[src/rtl/id_ex_reg.sv]
`default_nettype none
// ============================================================================
//  Module      : id_ex_reg
//  Description : ID/EX pipeline register. It captures the WB/MEM/EX control
//                groups from the ID-stage bubble mux. It also captures the
//                register operands, the immediate, PC+4 and the register
//                addresses, and presents them to EX one cycle later.
//                Supports stall (hold), flush (squash to bubble), a valid tag
//                and a saturating count of bubbles loaded since reset.
//  Ports       : clk_i / rst_i (async, active-low)
//                stall_i, flush_i, bubble_i    - pipeline control
//                WB_i, MEM_i, EX_i             - control groups from bubble mux
//                pc_i, rs_data_i, rt_data_i,
//                imm_i                         - data fields (DATA_W)
//                rs_addr_i, rt_addr_i,
//                rd_addr_i                     - register addresses (5 bits)
//                *_o                           - registered copies of the above
//                valid_o                       - EX slot holds a real instruction
//                bubble_cnt_o                  - saturating bubble count (CNT_W)
//  Revision    : 1.0 - initial release
// ============================================================================
module id_ex_reg #(
    parameter int DATA_W = 32,
    parameter int CNT_W  = 16
) (
    input  logic              clk_i,
    input  logic              rst_i,
    input  logic              stall_i,
    input  logic              flush_i,
    input  logic              bubble_i,
    input  logic [1:0]        WB_i,
    input  logic [1:0]        MEM_i,
    input  logic [3:0]        EX_i,
    input  logic [DATA_W-1:0] pc_i,
    input  logic [DATA_W-1:0] rs_data_i,
    input  logic [DATA_W-1:0] rt_data_i,
    input  logic [DATA_W-1:0] imm_i,
    input  logic [4:0]        rs_addr_i,
    input  logic [4:0]        rt_addr_i,
    input  logic [4:0]        rd_addr_i,
    output logic [1:0]        WB_o,
    output logic [1:0]        MEM_o,
    output logic [3:0]        EX_o,
    output logic [DATA_W-1:0] pc_o,
    output logic [DATA_W-1:0] rs_data_o,
    output logic [DATA_W-1:0] rt_data_o,
    output logic [DATA_W-1:0] imm_o,
    output logic [4:0]        rs_addr_o,
    output logic [4:0]        rt_addr_o,
    output logic [4:0]        rd_addr_o,
    output logic              valid_o,
    output logic [CNT_W-1:0]  bubble_cnt_o
);

    localparam logic [CNT_W-1:0] c_CNT_MAX = '1;
    localparam logic [CNT_W-1:0] c_CNT_ONE = CNT_W'(1);

    logic [1:0]        wb_q,       wb_d;
    logic [1:0]        mem_q,      mem_d;
    logic [3:0]        ex_q,       ex_d;
    logic [DATA_W-1:0] pc_q,       pc_d;
    logic [DATA_W-1:0] rs_data_q,  rs_data_d;
    logic [DATA_W-1:0] rt_data_q,  rt_data_d;
    logic [DATA_W-1:0] imm_q,      imm_d;
    logic [4:0]        rs_addr_q,  rs_addr_d;
    logic [4:0]        rt_addr_q,  rt_addr_d;
    logic [4:0]        rd_addr_q,  rd_addr_d;
    logic              valid_q,    valid_d;
    logic [CNT_W-1:0]  bubble_cnt_q, bubble_cnt_d;
    logic              bubble_load;

    always_comb begin
        // Default is hold, which is exactly the stall behaviour.
        wb_d        = wb_q;
        mem_d       = mem_q;
        ex_d        = ex_q;
        pc_d        = pc_q;
        rs_data_d   = rs_data_q;
        rt_data_d   = rt_data_q;
        imm_d       = imm_q;
        rs_addr_d   = rs_addr_q;
        rt_addr_d   = rt_addr_q;
        rd_addr_d   = rd_addr_q;
        valid_d     = valid_q;
        bubble_load = 1'b0;

        if (flush_i) begin
            // Flush beats stall and absorbs a coincident hazard bubble, so
            // the counter advances at most once per edge.
            wb_d        = '0;
            mem_d       = '0;
            ex_d        = '0;
            pc_d        = '0;
            rs_data_d   = '0;
            rt_data_d   = '0;
            imm_d       = '0;
            rs_addr_d   = '0;
            rt_addr_d   = '0;
            rd_addr_d   = '0;
            valid_d     = 1'b0;
            bubble_load = 1'b1;
        end else if (!stall_i) begin
            // Hazard bubbles arrive with control already zeroed by the mux;
            // data fields pass through untouched.
            wb_d        = WB_i;
            mem_d       = MEM_i;
            ex_d        = EX_i;
            pc_d        = pc_i;
            rs_data_d   = rs_data_i;
            rt_data_d   = rt_data_i;
            imm_d       = imm_i;
            rs_addr_d   = rs_addr_i;
            rt_addr_d   = rt_addr_i;
            rd_addr_d   = rd_addr_i;
            valid_d     = ~bubble_i;
            bubble_load = bubble_i;
        end

        // Saturating counter: stops at all-ones, never wraps.
        bubble_cnt_d = bubble_cnt_q;
        if (bubble_load && (bubble_cnt_q != c_CNT_MAX)) begin
            bubble_cnt_d = bubble_cnt_q + c_CNT_ONE;
        end
    end

    always_ff @(posedge clk_i or negedge rst_i) begin
        if (!rst_i) begin
            wb_q         <= '0;
            mem_q        <= '0;
            ex_q         <= '0;
            pc_q         <= '0;
            rs_data_q    <= '0;
            rt_data_q    <= '0;
            imm_q        <= '0;
            rs_addr_q    <= '0;
            rt_addr_q    <= '0;
            rd_addr_q    <= '0;
            valid_q      <= 1'b0;
            bubble_cnt_q <= '0;
        end else begin
            wb_q         <= wb_d;
            mem_q        <= mem_d;
            ex_q         <= ex_d;
            pc_q         <= pc_d;
            rs_data_q    <= rs_data_d;
            rt_data_q    <= rt_data_d;
            imm_q        <= imm_d;
            rs_addr_q    <= rs_addr_d;
            rt_addr_q    <= rt_addr_d;
            rd_addr_q    <= rd_addr_d;
            valid_q      <= valid_d;
            bubble_cnt_q <= bubble_cnt_d;
        end
    end

    assign WB_o         = wb_q;
    assign MEM_o        = mem_q;
    assign EX_o         = ex_q;
    assign pc_o         = pc_q;
    assign rs_data_o    = rs_data_q;
    assign rt_data_o    = rt_data_q;
    assign imm_o        = imm_q;
    assign rs_addr_o    = rs_addr_q;
    assign rt_addr_o    = rt_addr_q;
    assign rd_addr_o    = rd_addr_q;
    assign valid_o      = valid_q;
    assign bubble_cnt_o = bubble_cnt_q;

endmodule
`default_nettype wire

[config.mk]
export PLATFORM = sky130hd
export DESIGN_NAME = id_ex_reg
export DESIGN_NICKNAME = d
export VERILOG_FILES = /design/src/rtl/id_ex_reg.sv
export SDC_FILE = /design/constraint.sdc
export NUM_CORES = 1
export LEC_CHECK = 0
export CORE_MARGIN = 2
export CORE_UTILIZATION = 30
export CTS_CLUSTER_DIAMETER = 50
export DETAILED_ROUTE_END_ITERATION = 8
export PLACE_DENSITY = 0.59
export REMOVE_ABC_BUFFERS = 1
export SETUP_SLACK_MARGIN = 0.4
export SLEW_MARGIN = 5
export SYNTH_ARGS = -nofsm -noshare
export SYNTH_HDL_FRONTEND = slang
export SYNTH_SLANG_ARGS = --single-unit
[constraint.sdc]
create_clock -name clk_i -period 2.36 [get_ports clk_i]
set_clock_uncertainty 0.05 [all_clocks]
set_input_delay 0.236 -clock clk_i [delete_from_list [all_inputs] [get_ports clk_i]]
set_output_delay 0.236 -clock clk_i [all_outputs]
set_load 0.005 [all_outputs]
# --- After elaboration in Yosys (flattened, before gate mapping) ---
# Cells that the tools add are included.
word_totals:
  ff_bits: 168
  in_bits: 156
  output_inout_bits: 168
  wordCells: 41
classes:
  addsub: 1
  eq_ne: 2
  n_mux: 24
  bitwise: 1
  n_reduce_logical: 1
op_table:
  columns: ["op", "n"]
  rows:
  - ["two-way mux 32 bit", 8]
  - ["two-way mux 5 bit", 6]
  - ["adder 16 x 1 -> 16 bit (second input constant)", 1]
  - ["inequality test 16 bit (second input constant)", 1]
  - ["two-way mux 2 bit", 4]
  - ["two-way mux 4 bit", 2]
  - ["two-way mux 1 bit", 4]
  - ["inequality test 2 x 1 -> 1 bit (second input constant)", 1]
  - ["logical AND 1 bit", 1]
  - ["NOT 1 bit", 1]

# --- Depth between registers and ports, before layout ---
depth:
  word_depth: 3
  ltp_mapped: 5
  depth_no_buf: 5

# --- Worst setup path after synthesis ---
# OpenSTA, ideal clock, no wires.
synth_path:
  kind: "flip-flop to flip-flop"
  start: "register bubble_cnt_q[8] (netlist: bubble_cnt_o[8])"
  end: "register bubble_cnt_q[1] (netlist: bubble_cnt_o[1])"
  setup_time_ns: 0.125
  arrival_ns: 1.389
  required_time_ns: 2.185
  slack_ns: 0.796
  stages_incl_launch_ff: 5
  path_buffers: 0
  synth_period_minus_slack_ns: 1.564
  path_cell_list: "dfrtp_1 > nand4_4 > nor4_4 > nor2_2 > mux2_4"
synth_via:
  elab_chain_len: 2
synth_lines:
  columns: ["element", "line_no", "rtl"]
  rows:
  - ["start: declaration", "69", "logic [CNT_W-1:0] bubble_cnt_q, bubble_cnt_d;"]
  - ["start signal: assignment", "152", "bubble_cnt_q <= bubble_cnt_d;"]
  - ["inequality test 16 bit", "121", "if (bubble_load && (bubble_cnt_q != c_CNT_MAX)) begin"]
  - ["logical AND 1 bit", "121", null]
# Every way passes these cells.
# A chain may end at the register's enable or synchronous reset.

# --- Worst setup path after layout ---
layout_path:
  start: "register bubble_cnt_q[8] (netlist: bubble_cnt_o[8])"
  end: "output port bubble_cnt_o[8]"
layout_lines:
  columns: ["element", "line_no", "rtl"]
  rows:
  - ["end: declaration", "52", "output logic [CNT_W-1:0] bubble_cnt_o"]
# No word-level cell between the ends.

==> key figures <==
Final layout
  • Register area: roughly 4200 µm²
  • Fill cells: approximately 2100
  • Most common cell after layout, fill and taps aside: clkdlybuf4s50_1
  • Area delta synth->final: 60.2%
  • Finished Layout Cells: roughly 1200
  • Fin nets: approximately 1000
  • Share of cells above drive strength 1: roughly 5.2%
  • Commonest non-fill, non-tap cells in the layout: clkdlybuf4s50_1 (320), dfrtp_1 (168), nor2_1 (155)
  • N_diodes: 0
  • Multi-input gate area: approximately 2500 µm²
  • Post-layout util: 48.8%

Global routing
  • First-pass GRT wire length: roughly 30 mm
  • Total gr overflow: 0
  • Number of global-route vias before repair: 5254
  • Initial antenna violation count: 0
  • Total global-route track usage: 15.7%
  • Largest net degree at the start of global routing: roughly 150

Logic synthesis
  • Mapped Avg Cell Area: roughly 12 µm²
  • Netlist Area Pre-Place: 6870 µm²
  • Post-synth EDFFs: 0
  • Synth area leaders: dfrtp_1 (61%), mux2i_1 (22%), nor2_1 (8.5%)
  • Cell taking the most area after synthesis: dfrtp_1
  • YS warnings: 0
  • Seq cells post-synth: approximately 170
  • Syn Inst Count: 560
  • Post-synth top area share: between 60% and 70%
  • Fraction of the yosys area taken by sequential cells: approximately three fifths
  • Post-synth top flop: dfrtp_1
  • Cell variety after synth: 27
  • Async SR Flop Fraction: 100%

Detailed routing
  • Vias per cell: 4.46
  • Detailed Route WL: 19.2 mm
  • Vias: about 5200
  • Routed Antenna Nets: 0
  • Avg WL per Cell: ~16 µm
  • Starting DRC count in detailed routing: between 200 and 250
  • # DRC: 0
  • Drt first pass iters: 4

Floorplanning
  • Die W: 155 µm
  • Initial cell density of the core: between 30% and 40%
  • Placement row count: between 50 and 60
  • Die Span Y: about 160 µm
  • Num ports: about 320
  • Core area: 22600 µm²
  • Die Area: approximately 24000 µm²

Critical path
  • CP max-delay cell: clkdlybuf4s50_1
  • CP Class: flip-flop to output port
  • Crit path required time: 2070 ps
  • Setup crit end kind: output port
  • Critical path buffer and inverter count: 1
  • Max stage delay on crit path: around 560 ps
  • Worst setup SP type: flip-flop
  • Arrival time worst endpoint: around 1500 ps
  • Worst Path Max Fanout: 7
  • Cells along the critical path: clkdlybuf4s50_1
  • CP delay by family, top: buffers and inverters

Clock network
  • Clock-pin slew on the worst setup and hold paths: about 70 ps
  • Clk sinks: roughly 170
  • H-tree Lvls: 4
  • Clk_lat worst skew: roughly 420 ps
  • CTS Buf Count: 17
  • CTS tree: built
  • CTS root buf: clkbuf_16
  • Max Root-Sink Buffers: 2
  • Postcts setup bufs: 0

STA
  • Fin crit share: about three quarters
  • Final min period: 1760 ps
  • Fin Setup TNS: 0 ps
  • Fin. Hold Viols: 0
  • Max Clk Rate: 0.567 GHz
  • Setup-failing EPs final: 0
  • Fin. max-slew vios: 0
  • Worst slew margin: 54.8%
  • Unrepaired setup endpoints after global routing: false
  • Worst-margin pin slew: about 680 ps

Place
  • Port buffer count: around 320
  • Global placement routability congestion: 0.748
  • Dpl hpwl: between 10 and 15 mm
  • Dpl cells: ~1100

Pwr
  • Power per cell area: approximately 670 nW/µm²
  • Leak: 0.00514 µW
  • Worst VDD drop: ~0.40 mV
  • Power Total: around 7300 µW

Hold path
  • Hold Crit Class: input pin to flip-flop

Outcome
  • Run status: finished clean

Run
  • Max-cap violations: 0
metal layers:
layer | vias up | track usage, % | part of all wire, % | wire length [µm]
met1 | 2506 | 20.1 | 43 | 8360
met2 | 184 | 25.7 | 48 | 9150
met3 | 17 | 5.32 | 7.7 | 1480
li1 | 2516 | - | - | -
met5 | - | 0 | 0 | 0
met4 | 0 | 4.15 | 1.2 | 225
worst paths after layout:
kind | slack [ps] | end | cells past startpoint | from
setup / recovery | 600 | bubble_cnt_o[8] | 1 | bubble_cnt_o[8]
hold / removal | 170 | valid_o | 3 | stall_i
setup reg to reg | 650 | bubble_cnt_o[1] | 4 | bubble_cnt_o[12]
hold reg to reg | 460 | bubble_cnt_o[15] | 1 | bubble_cnt_o[15]
max in group asynchronous | 1260 | rt_data_o[6] | 3 | rst_i
min in group asynchronous | 270 | rt_data_o[20] | 2 | rst_i
final cells by class:
type | instances | share of cell area (%)
tap | 285 | 3.24
clock buffer | 19 | 4.03
timing repair buffer | 329 | 30.4
multi-input combinational | 358 | 22.9
clock inverter | 12 | 1.22
sequential | 168 | 38.2
report_power, final:
group          internal (µW)  switching [µW]  total, µW
clock                   1520            1240       2760
sequential              3090             174       3270
combinational            824             500       1320
synth_stat cells, types with 2 or more instances:
| cell type | number |
|---|---|
| nor4b_1 | 2 |
| nand4_1 | 3 |
| nor3_1 | 4 |
| mux2i_1 | 151 |
| nor4_1 | 6 |
| dfrtp_1 | 168 |
| nor2_1 | 155 |
| nand3_1 | 4 |
| clkbuf_1 | 15 |
| xor2_1 | 14 |
| nand2_1 | 5 |
| buf_2 | 18 |
what timing repair did:
action	CTS	global route
hold buffers	1	0
endpoints found under the hold margin	44	0
setup endpoints to repair	0	4
resized for setup	0	1
cell families after synthesis:
| family | Yosys count | synth area share (%) |
|---|---|---|
| xor+xnor | 14 | 1.78 |
| buf+inv | 34 | 2.19 |
| simple gates | 188 | 11.9 |
| compound gates | 3 | 0.492 |
| mux | 152 | 22.2 |
| flops | 168 | 61.2 |
| fa+ha+maj | 1 | 0.182 |
per-stage QoR:
| stage | worst slack, ps | hold slack (ps) | area, µm² |
|---|---|---|---|
| floorplan | 796 | -110 | 6720 |
| global placement | 531 | 165 | 10400 |
| detailed placement | 502 | 159 | 10400 |
| CTS | 563 | 157 | 11000 |
| global route | 515 | 186 | 11000 |
| finish | 596 | 171 | 11000 |
sequential cells by signal, summed over array words and instances, names as in the netlist:
register	flops
bubble_cnt_o	16
rt_addr_o	5
rs_addr_o	5
WB_o	2
valid_o	1
rs_data_o	32
MEM_o	2
imm_o	32
rt_data_o	32
pc_o	32
EX_o	4
rd_addr_o	5
Power figures use the tool's default switching activity.
